File: src/rtl/mem_stage_if.sv
// Data-memory request/grant/response bus between the MEM stage and data memory.
// Latency: none, this is wiring only.
// Backpressure: the master holds req until gnt, then waits for rvalid.
interface mem_stage_if;
    logic        req;
    logic        we;
    logic [31:0] addr;
    logic [3:0]  be;
    logic [31:0] wdata;
    logic        gnt;
    logic        rvalid;
    logic [31:0] rdata;

    modport master (
        output req, we, addr, be, wdata,
        input  gnt, rvalid, rdata
    );

    modport slave (
        input  req, we, addr, be, wdata,
        output gnt, rvalid, rdata
    );
endinterface

File: src/rtl/mem_stage.sv
// RV32I memory-access stage: drives loads/stores onto the dmem bus and fills MEM/WB.
// Latency: one edge for non-memory ops; memory ops add (cycles to gnt + cycles to rvalid).
// Backpressure: stall holds Execute and earlier while an aligned access is outstanding.
module mem_stage (
    input  logic               clk,
    input  logic               reset,
    input  logic [1:0]         ex_result_src,
    input  logic               ex_mem_write,
    input  logic               ex_reg_write,
    input  logic [2:0]         ex_funct3,
    input  logic [4:0]         ex_rd,
    input  logic [31:0]        ex_alu_result,
    input  logic [31:0]        ex_write_data,
    input  logic [31:0]        ex_pc_plus4,
    output logic               stall,
    mem_stage_if.master        dmem,
    output logic               misaligned,
    output logic               wb_reg_write,
    output logic [1:0]         wb_result_src,
    output logic [4:0]         wb_rd,
    output logic [31:0]        wb_alu_result,
    output logic [31:0]        wb_read_data,
    output logic [31:0]        wb_pc_plus4
);

    typedef logic [31:0] data_t;
    typedef logic [31:0] addr_t;

    typedef enum logic [1:0] {
        IDLE = 2'd0,
        REQ  = 2'd1,
        RESP = 2'd2
    } state_t;

    state_t     state;
    state_t     state_nxt;

    logic       mem_op;
    logic       is_load;
    logic       is_byte;
    logic       is_half;
    logic       is_word;
    logic [1:0] offset;
    logic       mis_now;
    logic       go;
    logic       done;
    logic       req_int;
    logic       stall_int;
    logic [3:0] be;
    data_t      wdata;
    data_t      shifted;
    data_t      load_ext;
    addr_t      word_addr;

    // Decode access size/sign, alignment, lane mask and store data.
    always_comb begin
        mem_op    = ex_mem_write | (ex_result_src == 2'b01);
        is_load   = (ex_result_src == 2'b01) & ~ex_mem_write;
        is_byte   = (ex_funct3[1:0] == 2'b00);
        is_half   = (ex_funct3[1:0] == 2'b01);
        // funct3 values that are neither byte nor half fall back to word.
        is_word   = ~is_byte & ~is_half;
        offset    = ex_alu_result[1:0];
        mis_now   = mem_op & ((is_half & offset[0]) | (is_word & (offset != 2'b00)));
        go        = mem_op & ~mis_now;
        word_addr = {ex_alu_result[31:2], 2'b00};

        be    = 4'b1111;
        wdata = ex_write_data;
        if (is_byte) begin
            be    = 4'b0001 << offset;
            wdata = {4{ex_write_data[7:0]}};
        end else if (is_half) begin
            be    = 4'b0011 << offset;
            wdata = {2{ex_write_data[15:0]}};
        end

        // Bring the addressed byte/half down to bit 0, then extend.
        shifted  = dmem.rdata >> {offset, 3'b000};
        load_ext = shifted;
        if (is_byte) begin
            load_ext = ex_funct3[2] ? {24'h0, shifted[7:0]}
                                    : {{24{shifted[7]}}, shifted[7:0]};
        end else if (is_half) begin
            load_ext = ex_funct3[2] ? {16'h0, shifted[15:0]}
                                    : {{16{shifted[15]}}, shifted[15:0]};
        end
    end

    // Bus FSM next state and request; rvalid only matters in RESP.
    always_comb begin
        state_nxt = state;
        req_int   = 1'b0;
        done      = 1'b0;
        case (state)
            IDLE: begin
                if (go) begin
                    req_int   = 1'b1;
                    state_nxt = dmem.gnt ? RESP : REQ;
                end
            end
            REQ: begin
                req_int = 1'b1;
                if (dmem.gnt) begin
                    state_nxt = RESP;
                end
            end
            RESP: begin
                if (dmem.rvalid) begin
                    done      = 1'b1;
                    state_nxt = IDLE;
                end
            end
            default: begin
                state_nxt = IDLE;
            end
        endcase
        stall_int = go & ~done;
    end

    // Reset masks req/stall combinationally so upstream is free during reset.
    assign stall      = reset & stall_int;
    assign dmem.req   = reset & req_int;
    assign dmem.we    = ex_mem_write;
    assign dmem.addr  = word_addr;
    assign dmem.be    = be;
    assign dmem.wdata = wdata;

    // FSM state register; reset abandons any outstanding transaction.
    always_ff @(posedge clk) begin
        if (!reset) begin
            state <= IDLE;
        end else begin
            state <= state_nxt;
        end
    end

    // MEM/WB register: bubble while stalled or on a dropped misaligned access.
    always_ff @(posedge clk) begin
        if (!reset || stall_int || mis_now) begin
            wb_reg_write  <= 1'b0;
            wb_result_src <= 2'b00;
            wb_rd         <= 5'd0;
            wb_alu_result <= 32'h0;
            wb_read_data  <= 32'h0;
            wb_pc_plus4   <= 32'h0;
        end else begin
            wb_reg_write  <= ex_reg_write;
            wb_result_src <= ex_result_src;
            wb_rd         <= ex_rd;
            wb_alu_result <= ex_alu_result;
            wb_read_data  <= is_load ? load_ext : 32'h0;
            wb_pc_plus4   <= ex_pc_plus4;
        end
    end

    // One-cycle pulse flagging a misaligned access that was dropped.
    always_ff @(posedge clk) begin
        if (!reset) begin
            misaligned <= 1'b0;
        end else begin
            misaligned <= mis_now;
        end
    end

endmodule

File: src/flat_wrapper.sv
// flat-port wrapper written by rule: the top's interface ports become plain ports
module mem_stage_flat 
  (clk, reset, ex_result_src, ex_mem_write, ex_reg_write, ex_funct3, ex_rd, ex_alu_result, ex_write_data, ex_pc_plus4, stall, misaligned, wb_reg_write, wb_result_src, wb_rd, wb_alu_result, wb_read_data, wb_pc_plus4, dmem_req, dmem_we, dmem_addr, dmem_be, dmem_wdata, dmem_gnt, dmem_rvalid, dmem_rdata);
  mem_stage_if dmem_i ();
  input  logic clk;
  input  logic reset;
  input  logic [1:0] ex_result_src;
  input  logic ex_mem_write;
  input  logic ex_reg_write;
  input  logic [2:0] ex_funct3;
  input  logic [4:0] ex_rd;
  input  logic [31:0] ex_alu_result;
  input  logic [31:0] ex_write_data;
  input  logic [31:0] ex_pc_plus4;
  output logic stall;
  output logic misaligned;
  output logic wb_reg_write;
  output logic [1:0] wb_result_src;
  output logic [4:0] wb_rd;
  output logic [31:0] wb_alu_result;
  output logic [31:0] wb_read_data;
  output logic [31:0] wb_pc_plus4;
  output wire logic [$bits(dmem_i.req)-1:0] dmem_req;
  output wire logic [$bits(dmem_i.we)-1:0] dmem_we;
  output wire logic [$bits(dmem_i.addr)-1:0] dmem_addr;
  output wire logic [$bits(dmem_i.be)-1:0] dmem_be;
  output wire logic [$bits(dmem_i.wdata)-1:0] dmem_wdata;
  input wire logic [$bits(dmem_i.gnt)-1:0] dmem_gnt;
  input wire logic [$bits(dmem_i.rvalid)-1:0] dmem_rvalid;
  input wire logic [$bits(dmem_i.rdata)-1:0] dmem_rdata;
  assign dmem_req = dmem_i.req;
  assign dmem_we = dmem_i.we;
  assign dmem_addr = dmem_i.addr;
  assign dmem_be = dmem_i.be;
  assign dmem_wdata = dmem_i.wdata;
  assign dmem_i.gnt = dmem_gnt;
  assign dmem_i.rvalid = dmem_rvalid;
  assign dmem_i.rdata = dmem_rdata;
  mem_stage u_core (.clk(clk), .reset(reset), .ex_result_src(ex_result_src), .ex_mem_write(ex_mem_write), .ex_reg_write(ex_reg_write), .ex_funct3(ex_funct3), .ex_rd(ex_rd), .ex_alu_result(ex_alu_result), .ex_write_data(ex_write_data), .ex_pc_plus4(ex_pc_plus4), .stall(stall), .dmem(dmem_i), .misaligned(misaligned), .wb_reg_write(wb_reg_write), .wb_result_src(wb_result_src), .wb_rd(wb_rd), .wb_alu_result(wb_alu_result), .wb_read_data(wb_read_data), .wb_pc_plus4(wb_pc_plus4));
endmodule
File: config.mk
export PLATFORM = sky130hd
export DESIGN_NAME = mem_stage_flat
export DESIGN_NICKNAME = d
export VERILOG_FILES = /design/src/rtl/mem_stage_if.sv /design/src/rtl/mem_stage.sv /design/src/flat_wrapper.sv
export SDC_FILE = /design/constraint.sdc
export NUM_CORES = 1
export LEC_CHECK = 0
export BUFFER_PORTS_ARGS = -buffer_cell sky130_fd_sc_hd__buf_2
export CELL_PAD_IN_SITES_DETAIL_PLACEMENT = 1
export CELL_PAD_IN_SITES_GLOBAL_PLACEMENT = 2
export CORE_UTILIZATION = 22
export CTS_BUF_LIST = sky130_fd_sc_hd__clkbuf_8
export DETAILED_ROUTE_END_ITERATION = 8
export PLACE_DENSITY_LB_ADDON = 0.1
export SYNTH_ARGS = -nofsm -noshare
export SYNTH_HDL_FRONTEND = slang
export SYNTH_SLANG_ARGS = --single-unit
File: constraint.sdc
create_clock -name clk -period 2 [get_ports clk]
set_clock_uncertainty 0.15 [all_clocks]
set_input_delay 0 -clock clk [delete_from_list [all_inputs] [get_ports clk]]
set_output_delay 0 -clock clk [all_outputs]
set_load 0.005 [all_outputs]
==> results of run 1 <==
worst min-delay path, stage by stage:
cell and delay [ns]:
buf_2 0.13, inv_1 0.13, mux2i_1 0.17, nor2_1 0.10
power by group through the flow:
stage	sequential [mW]	combinational (mW)	clock (mW)
2_1_floorplan	2.27	0.326	0
3_3_place_gp	2.26	0.656	0
3_5_place_dp	2.26	0.664	0
4_1_cts	2.21	0.844	1.48
5_1_grt	2.22	0.934	1.56
6_report	2.21	0.847	1.39
worst max path at each step:
stage                                          end  slack [ns]  cells after the start
after floorplan            u_core.wb_read_data[13]        0.21                      9
after global placement     u_core.wb_read_data[20]        0.35                      6
after detailed placement  u_core.wb_alu_result[18]        0.31                      8
after CTS                   u_core.wb_read_data[4]        0.03                      5
after global routing        u_core.wb_read_data[0]       -0.02                      5
final                       u_core.wb_read_data[5]       -0.01                      6
final cells by class:
class	count	area, µm²	area share
Sequential cell	107	2140	0.287
Timing Repair Buffer	451	2940	0.394
Clock inverter	7	91.3	0.0122
Clock buffer	9	124	0.0166
Multi-Input combinational cell	278	1830	0.245
Inverter	3	11.3	0.00151
Tap cell	265	332	0.0443
through the flow:
step	TNS (ns)	power [mW]
global placement	0	2.91
CTS	0	4.54
finish	-0.0111	4.45
detailed placement	0	2.92
floorplan	0	2.59
global route	-0.0320	4.71
what timing repair did:
action	in CTS	in global routing
hold endpoints to repair	106	1
hold buffers	118	1
gates resized for setup	0	9
endpoints found under the setup margin	0	15
buffers inserted	0	7
kinds of logic (layout without fill, tap and decap cells):
| logic type | count (synthesis) | in the layout | synth area share |
|---|---|---|---|
| AOI/OAI and AO/OA | 64 | 64 | 0.0948 |
| adders and majority gates | 4 | 4 | 0.0114 |
| buffers and inverters | 73 | 470 | 0.103 |
| DFF | 107 | 107 | 0.489 |
| muxes | 36 | 36 | 0.0874 |
| other | 1 | 2 | 0.000856 |
| and+or+nand+nor | 172 | 172 | 0.214 |
cell usage after synthesis, types with 2 or more instances:
| library cell | n |
|---|---|
| nand2_1 | 52 |
| mux2i_1 | 18 |
| mux2_2 | 18 |
| nand2b_1 | 2 |
| a211oi_1 | 15 |
| clkbuf_1 | 18 |
| buf_1 | 4 |
| buf_6 | 2 |
| o21ai_0 | 17 |
| buf_2 | 5 |
| nor3b_1 | 2 |
| or2_2 | 3 |
| and2_1 | 81 |
| dfxtp_1 | 107 |
| nor2_1 | 11 |
| nand3b_1 | 2 |
| buf_4 | 41 |
| a21oi_1 | 15 |
| a21oi_2 | 10 |
| and3b_1 | 2 |
| ha_1 | 4 |
| o211ai_1 | 2 |
| nor2b_1 | 12 |
| inv_1 | 3 |
registers in the layout (all words and copies together) (netlist names):
name and cells:
u_core.misaligned 1, u_core.state 2, u_core.wb_alu_result 32, u_core.wb_pc_plus4 32, u_core.wb_rd 5, u_core.wb_read_data 32, u_core.wb_reg_write 1, u_core.wb_result_src 2
cell usage in the layout, fill, tap and decap left out, types with 2 or more instances in the layout:
cell type and instances:
a211oi_1 11, a211oi_2 4, a21oi_1 15, a21oi_2 10
and2_1 81, buf_12 2, buf_2 317, buf_4 14
clkbuf_16 2, clkbuf_8 9, clkinv_8 3, conb_1 2
dfxtp_1 105, dfxtp_2 2, dlygate4sd3_1 115, ha_1 4
inv_1 3, inv_6 2, mux2_2 18, mux2i_1 18
nand2_1 52, nand2b_1 2, nand3b_1 2, nor2_1 11
nor2b_1 12, nor3b_1 2, o211ai_1 2, o21ai_0 17
or2_2 3
routing by layer:
metal / global-route usage / wire [µm] / part of all wire
met4: 0.0458 / 227 / 0.014
met5: 0 / 0 / 0
met3: 0.0433 / 1380 / 0.084
met1: 0.161 / 6300 / 0.38
met2: 0.291 / 8600 / 0.52
==> metrics.txt, run 1 <==
outcome=finished, violations left; failing checks=negative setup slack; Fmax=497 MHz; CP top delay family=buffers and inverters; vias=4536; Placed Cells incl. Taps=980; CTS H-Tree Depth=3; Area Overhead vs Synth=70.7%; Routability Congestion=0.728; Setup CP Type=in2reg; fin crit share=1.01; Setup violations, final=1; Starting Density=0.225; critical path cell sequence=dlygate4sd3_1 -> buf_2 -> a211oi_1 -> dlygate4sd3_1 -> a211oi_2 -> dlygate4sd3_1; Placed Area=5980 µm²; Worst R2R Path Depth=5; Worst path max stage delay=0.62 ns; Setup WS post-layout=-0.0111 ns; PD cells=595 nW/µm²; largest area contributor in the netlist=dfxtp_1; fill count=2328; Worst EP required=2.13 ns; Startpoint Class=input pin; wire per inst=14.7 µm; number of routed nets with antenna violations=0; share of the synthesized area in the top cell type=0.489; initial detailed-routing violation count=84; global-route usage over all layers=0.153; later-pin clock latency in the skew report=0.39 ns; Slew Viols, Final=0; die height=143 µm; deepest clock path buffer count=2; Ys Warns=0; Cell Area, Synth=4380 µm²; post-synthesis cell count=457; DR DRC count=0; asr flop ratio synth=0; largest net degree at the start of global routing=73; RSZ-0062 raised after global routing=yes; Detailed Route WL=16.5 mm; mean post-synth cell area=9.59 µm²; clk slew on worst S/H paths=0.11 ns; vias per cell=4.05; design area=7480 µm²; Yosys reg bits=107; CP endpoint kind=flop; worst reg2reg path endpoint=u_core.wb_read_data[5]; worst min path class=in2reg; Fin Hold WS=0.0351 ns; switching share of power=0.282; initial antenna violation count=0; number of flops mapped to enable cells by yosys=0; DRT Pass-1 Iters=4; synth unique cells=35; layout cells sized above 1=0.458; Tmin final=2.01 ns; Reg power frac=0.497; first-pass GRT wire length=24.1 mm; Antenna Cells=0; die width=143 µm; Net Sw Power=1.26 mW; core area=19500 µm²; worst reg2reg setup slack=0.05 ns; Max Cap Violations=0; Critical Path AT=2.14 ns; Final Hold Vio Count=0; Critical Path Fanout Max=3; Worst Hold Launch=ex_alu_result[0]; Hold Path Stages=4; Cell Count, Final, Fillers Out=1120; Logic pwr share=0.190; CP startpoint=dmem_rdata[21]; sequential fraction of the synthesis area=0.489; synth top area cells=dfxtp_1 49%, and2_1 12%, buf_4 7.0%; root buf cell=clkbuf_8; LEAKAGE=3.75 nW; top_reg_cell synth=dfxtp_1; Num CTS Buffers=9; Remaining Overflow, GRT=0; Buf/Inv on CP=4; FP Rows=51; clock power share=0.313; pre-CTS setup slack=0.308 ns; Layout Utilization=0.384; internal power=3.19 mW; PortBufs=317; die area=20500 µm²; DP HPWL=11.5 mm; R2R Path Start=u_core.state[0]; Hold Path End=u_core.wb_read_data[7]; Max VDD drop=0.000331 V; Critical-path top delay cell=dlygate4sd3_1; number of global-route vias before repair=4599; number of I/O pins=320; Most common cell on crit path=dlygate4sd3_1; net count reported at finish=998; Sinks on Clock Net=107; CTS tree=yes
(Power assumes the default switching activity.)
==> run 2: changes to the inputs <==
Settings changed: CORE_MARGIN set to 10, SKIP_LAST_GASP set to 1.
==> metrics.txt, run 2 (synthesis gave the netlist of run 1 again) <==
Buf/Inv on CP=4 (unchanged); layout cells sized above 1=0.455 (-0.00361); Sinks on Clock Net=107 (unchanged); Remaining Overflow, GRT=0 (unchanged); core area=19500 µm² (+0.33%); die height=161 µm (+13%); wire per inst=17.9 µm (+21%); Hold Path End=u_core.wb_read_data[6]; Fin Hold WS=0.0440 ns (+0.00895 ns); Max Cap Violations=0 (unchanged); number of I/O pins=320 (unchanged); DRT Pass-1 Iters=4 (unchanged); Tmin final=1.97 ns (-0.0446 ns); die width=161 µm (+13%); Critical-path top delay cell=dlygate4sd3_1; Layout Utilization=0.379 (-0.00484); largest net degree at the start of global routing=54 (-26%); RSZ-0062 raised after global routing=yes; first-pass GRT wire length=30.1 mm (+25%); DP HPWL=14.8 mm (+29%); most frequent cells in the layout=316 x buf_2, 113 x dlygate4sd3_1, 106 x dfxtp_1; R2R Path Start=u_core.state[0]; CP startpoint=ex_funct3[1]; clock power share=0.290 (-0.023); deepest clock path buffer count=2 (unchanged); Slew Viols, Final=0 (unchanged); Most common cell on crit path=dlygate4sd3_1; outcome=completed; area of the multi-input gates=1820 µm² (-0.55%); Area Overhead vs Synth=69.1%; PD cells=583 nW/µm² (-1.9%); Routability Congestion=0.750 (+3.1%); CP top delay family=buffers and inverters; LEAKAGE=3.72 nW (-0.70%); critical path cell sequence=dlygate4sd3_1 -> buf_2 -> nand2b_1 -> o21a_1 -> nand4_1 -> buf_12 -> a211oi_1 -> dlygate4sd3_1; commonest non-fill, non-tap cell in the layout=buf_2; Critical Path AT=2.15 ns (about the same); initial antenna violation count=0 (unchanged); Worst path max stage delay=0.57 ns (-0.05 ns); Logic pwr share=0.200 (+0.010); Storage cell area=2140 µm² (about the same); fill count=2353 (+1.1%); Antenna Cells=0 (unchanged); total negative slack=0 ns (+0.0111 ns); DR DRC count=0 (unchanged); Placed Cells incl. Taps=981 (+0.10%); initial detailed-routing violation count=131 (+56%); Max VDD drop=0.000246 V (-26%); Worst Hold Launch=ex_mem_write; biggest regs=u_core.wb_alu_result x32, u_core.wb_pc_plus4 x32, u_core.wb_read_data x32; Starting Density=0.224 (-0.000736); Critical Path Fanout Max=10 (+7); Worst EP required=2.18 ns (+0.05 ns); net count reported at finish=996 (-0.20%); Reg power frac=0.511 (+0.014); global-route usage over all layers=0.145 (-0.00777); number of routed nets with antenna violations=0 (unchanged); Net Sw Power=1.16 mW (-7.4%); CTS H-Tree Depth=3 (unchanged); vias per cell=4.02 (-0.77%); die area=26000 µm² (+27%); fin crit share=0.983 (-0.0223); switching share of power=0.269 (-0.0133); CTS tree=yes; worst reg2reg setup slack=0.03 ns (-0.02 ns); worst reg2reg path endpoint=u_core.wb_read_data[2]; FP Rows=51 (unchanged); PortBufs=317 (unchanged); number of global-route vias before repair=5022 (+9.2%); Worst R2R Path Depth=5 (unchanged); Detailed Route WL=20.0 mm (+21%); CP endpoint kind=flop; Num CTS Buffers=9 (unchanged); Fmax=509 MHz (+2.3%); clk slew on worst S/H paths=0.11 ns (about the same); internal power=3.16 mW (-1.1%); later-pin clock latency in the skew report=0.37 ns (-0.02 ns); root buf cell=clkbuf_8; Setup CP Type=in2reg; vias=4493 (-0.95%); Final Hold Vio Count=0 (unchanged); worst min path class=in2reg; Hold Path Stages=5 (+1); Cell Count, Final, Fillers Out=1118 (-0.18%); Setup violations, final=0 (-1); Startpoint Class=input pin
run 2: layout make-up:
type                            instances  share of cell area
Timing Repair Buffer                  449               0.395
Clock inverter                          6             0.00541
Multi-Input combinational cell        278               0.246
Tap cell                              265              0.0448
Clock buffer                           10              0.0186
Sequential cell                       107               0.289
Inverter                                3             0.00152
run 2: worst max path at each step:
stage	cells past startpoint	end	slack, ns
after global placement	8	u_core.wb_pc_plus4[3]	0.35
after detailed placement	8	u_core.wb_result_src[0]	0.30
final	8	u_core.wb_read_data[2]	0.03
after CTS	7	u_core.wb_read_data[15]	0.004
after floorplan	9	u_core.wb_read_data[13]	0.21
after global routing	5	u_core.wb_read_data[1]	-0.04
run 2: metrics by stage:
stage,setup slack (ns),instance area [µm²],power (mW)
global placement,0.349,5980,2.93
finish,0.0335,7410,4.32
global route,-0.0435,7410,4.60
floorplan,0.214,4380,2.59
CTS,0.00421,7340,4.41
detailed placement,0.299,5980,2.94
run 2: tightest hold or removal path: cells and delay by family:
| family | cells | cell delay [ns] |
|---|---|---|
| AOI/OAI and AO/OA | 1 | 0.04 |
| buffers and inverters | 2 | 0.26 |
| and+or+nand+nor | 2 | 0.22 |
run 2: what timing repair did:
action,in CTS,in global routing
hold buffers,118,0
buffers inserted,0,6
endpoints found under the hold margin,106,0
gates resized for setup,0,6
endpoints found under the setup margin,0,16
run 2: power groups by stage:
stage                     sequential (mW)  combinational [mW]  clock (mW)
after floorplan                      2.27               0.326           0
after global placement               2.26               0.679           0
after detailed placement             2.26               0.687           0
after CTS                            2.21               0.871        1.33
after global routing                 2.21               0.957        1.42
final                                2.21               0.863        1.25
run 2: per-layer routing:
| layer | global-route usage | routed length (µm) |
|---|---|---|
| met5 | 0 | 0 |
| met4 | 0.0327 | 212 |
| met3 | 0.0534 | 1610 |
| met2 | 0.255 | 9680 |
| met1 | 0.165 | 8520 |
==> run 3: changes to the inputs <==
Settings changed: MAX_ROUTING_LAYER set to met4.
==> metrics.txt, run 3 (synthesis gave the netlist of run 1 again) <==
Startpoint Class=flop; total negative slack=0 ns (unchanged); Tmin final=1.97 ns (+0.00252 ns); Setup CP Type=reg2reg; Detailed Route WL=20.0 mm (-0.16%); first-pass GRT wire length=30.0 mm (-0.28%); Critical Path Fanout Max=7 (-3); Worst EP required=2.18 ns (about the same); Num CTS Buffers=9 (unchanged); vias per cell=4.01 (-0.33%); number of I/O pins=320 (unchanged); CTS tree=yes; net count reported at finish=995 (-0.10%); LEAKAGE=3.71 nW (-0.11%); met1 wire length=8.75 mm (+2.7%); initial antenna violation count=0 (unchanged); design area=7400 µm² (-0.10%); FP Rows=51 (unchanged); commonest non-fill, non-tap cell in the layout=buf_2; Sinks on Clock Net=107 (unchanged); Top Layer Used=met4; biggest regs=u_core.wb_alu_result x32, u_core.wb_pc_plus4 x32, u_core.wb_read_data x32; DP HPWL=14.8 mm (unchanged); WL met2=9.68 mm (about the same); outcome=completed; DR DRC count=0 (unchanged); most frequent cells in the layout=316 x buf_2, 113 x dlygate4sd3_1, 106 x dfxtp_1; vias=4474 (-0.42%); wire per inst=17.9 µm (about the same); Max VDD drop=0.000245 V (-0.46%); met3 wire length=1.34 mm (-17%); PD cells=584 nW/µm² (+0.15%); PortBufs=317 (unchanged); number of routed nets with antenna violations=0 (unchanged); Antenna Cells=0 (unchanged); Final Hold Vio Count=0 (unchanged); Routability Congestion=0.760 (+1.3%); initial detailed-routing violation count=129 (-1.5%); Placed Area=5980 µm² (unchanged); largest net degree at the start of global routing=54 (unchanged); deepest clock path buffer count=2 (unchanged); Area Overhead vs Synth=68.9%; Max Cap Violations=0 (unchanged); number of global-route vias before repair=5034 (+0.24%); clk slew on worst S/H paths=0.10 ns (about the same); die height=161 µm (unchanged); Slew Viols, Final=0 (unchanged); global-route usage over all layers=0.149 (+0.00404); Starting Density=0.224 (unchanged); Setup violations, final=0 (unchanged); RSZ-0062 raised after global routing=yes; die area=26000 µm² (unchanged); later-pin clock latency in the skew report=0.37 ns (about the same); die width=161 µm (unchanged); Remaining Overflow, GRT=0 (unchanged); fin crit share=0.985 (+0.00126); DRT Pass-1 Iters=4 (unchanged); layout cells sized above 1=0.454 (-0.000640); core area=19500 µm² (unchanged); Critical Path AT=2.15 ns (about the same); CP endpoint kind=flop; worst min path class=in2reg; Fmax=508 MHz (-0.13%); CTS H-Tree Depth=3 (unchanged); root buf cell=clkbuf_8
-- run 3: routing by layer --
layer | global-route usage | vias up
met3 | 0.0450 | 13
met1 | 0.170 | 2039
met2 | 0.255 | 199
met4 | 0.0327 | 0
met5 | - | -
li1 | - | 2223
-- run 3: timing repair --
action                                  CTS  global route
endpoints found under the setup margin    0            16
hold endpoints to repair                106             0
hold buffers                            118             0
setup buffers                             0             5
resized for setup                         0             6
-- run 3: layout make-up --
class | count | area [µm²]
inverters | 3 | 11.3
flip-flops and latches | 107 | 2140
multi-input cells | 278 | 1820
fillers | 2356 | 12100
clock buffers | 10 | 138
repair buffers | 448 | 2920
clock inverters | 6 | 40.0
well taps | 265 | 332
-- run 3: through the flow --
| stage | worst slack [ns] | hold slack [ns] | total power, mW | utilization | cells |
|---|---|---|---|---|---|
| 3_5_place_dp | 0.299 | 0.0350 | 2.94 | 0.306 | 981 |
| 3_3_place_gp | 0.349 | 0.0342 | 2.93 | 0.306 | 981 |
| 5_1_grt | -0.0439 | 0.0660 | 4.59 | 0.379 | 1117 |
| 6_report | 0.0310 | 0.0431 | 4.32 | 0.379 | 1117 |
| 2_1_floorplan | 0.214 | -0.0707 | 2.59 | - | 458 |
| 4_1_cts | 0.00421 | 0.0578 | 4.41 | 0.376 | 1115 |
-- run 3: worst paths after layout --
path / slack, ns / end / start / depth (start not counted)
max: 0.03 / u_core.wb_read_data[2] / u_core.state[0] / 5
min: 0.04 / u_core.wb_read_data[3] / ex_mem_write / 5
max reg2reg: 0.03 / u_core.wb_read_data[2] / u_core.state[0] / 5
min reg2reg: 0.44 / u_core.state[1] / u_core.state[1] / 2
-- run 3: critical path: stages (launching register included) --
cell and delay [ns]:
dfxtp_1 0.33, and3b_2 0.27, nand4_1 0.21, buf_12 0.21, a211oi_1 0.18, dlygate4sd3_1 0.58
-- run 3: power breakdown --
part           switching [mW]  internal, mW  leakage [nW]
clock                   0.767         0.485        0.0861
sequential             0.0151          2.19         0.872
combinational           0.383         0.481          2.76
total                    1.17          3.16          3.71
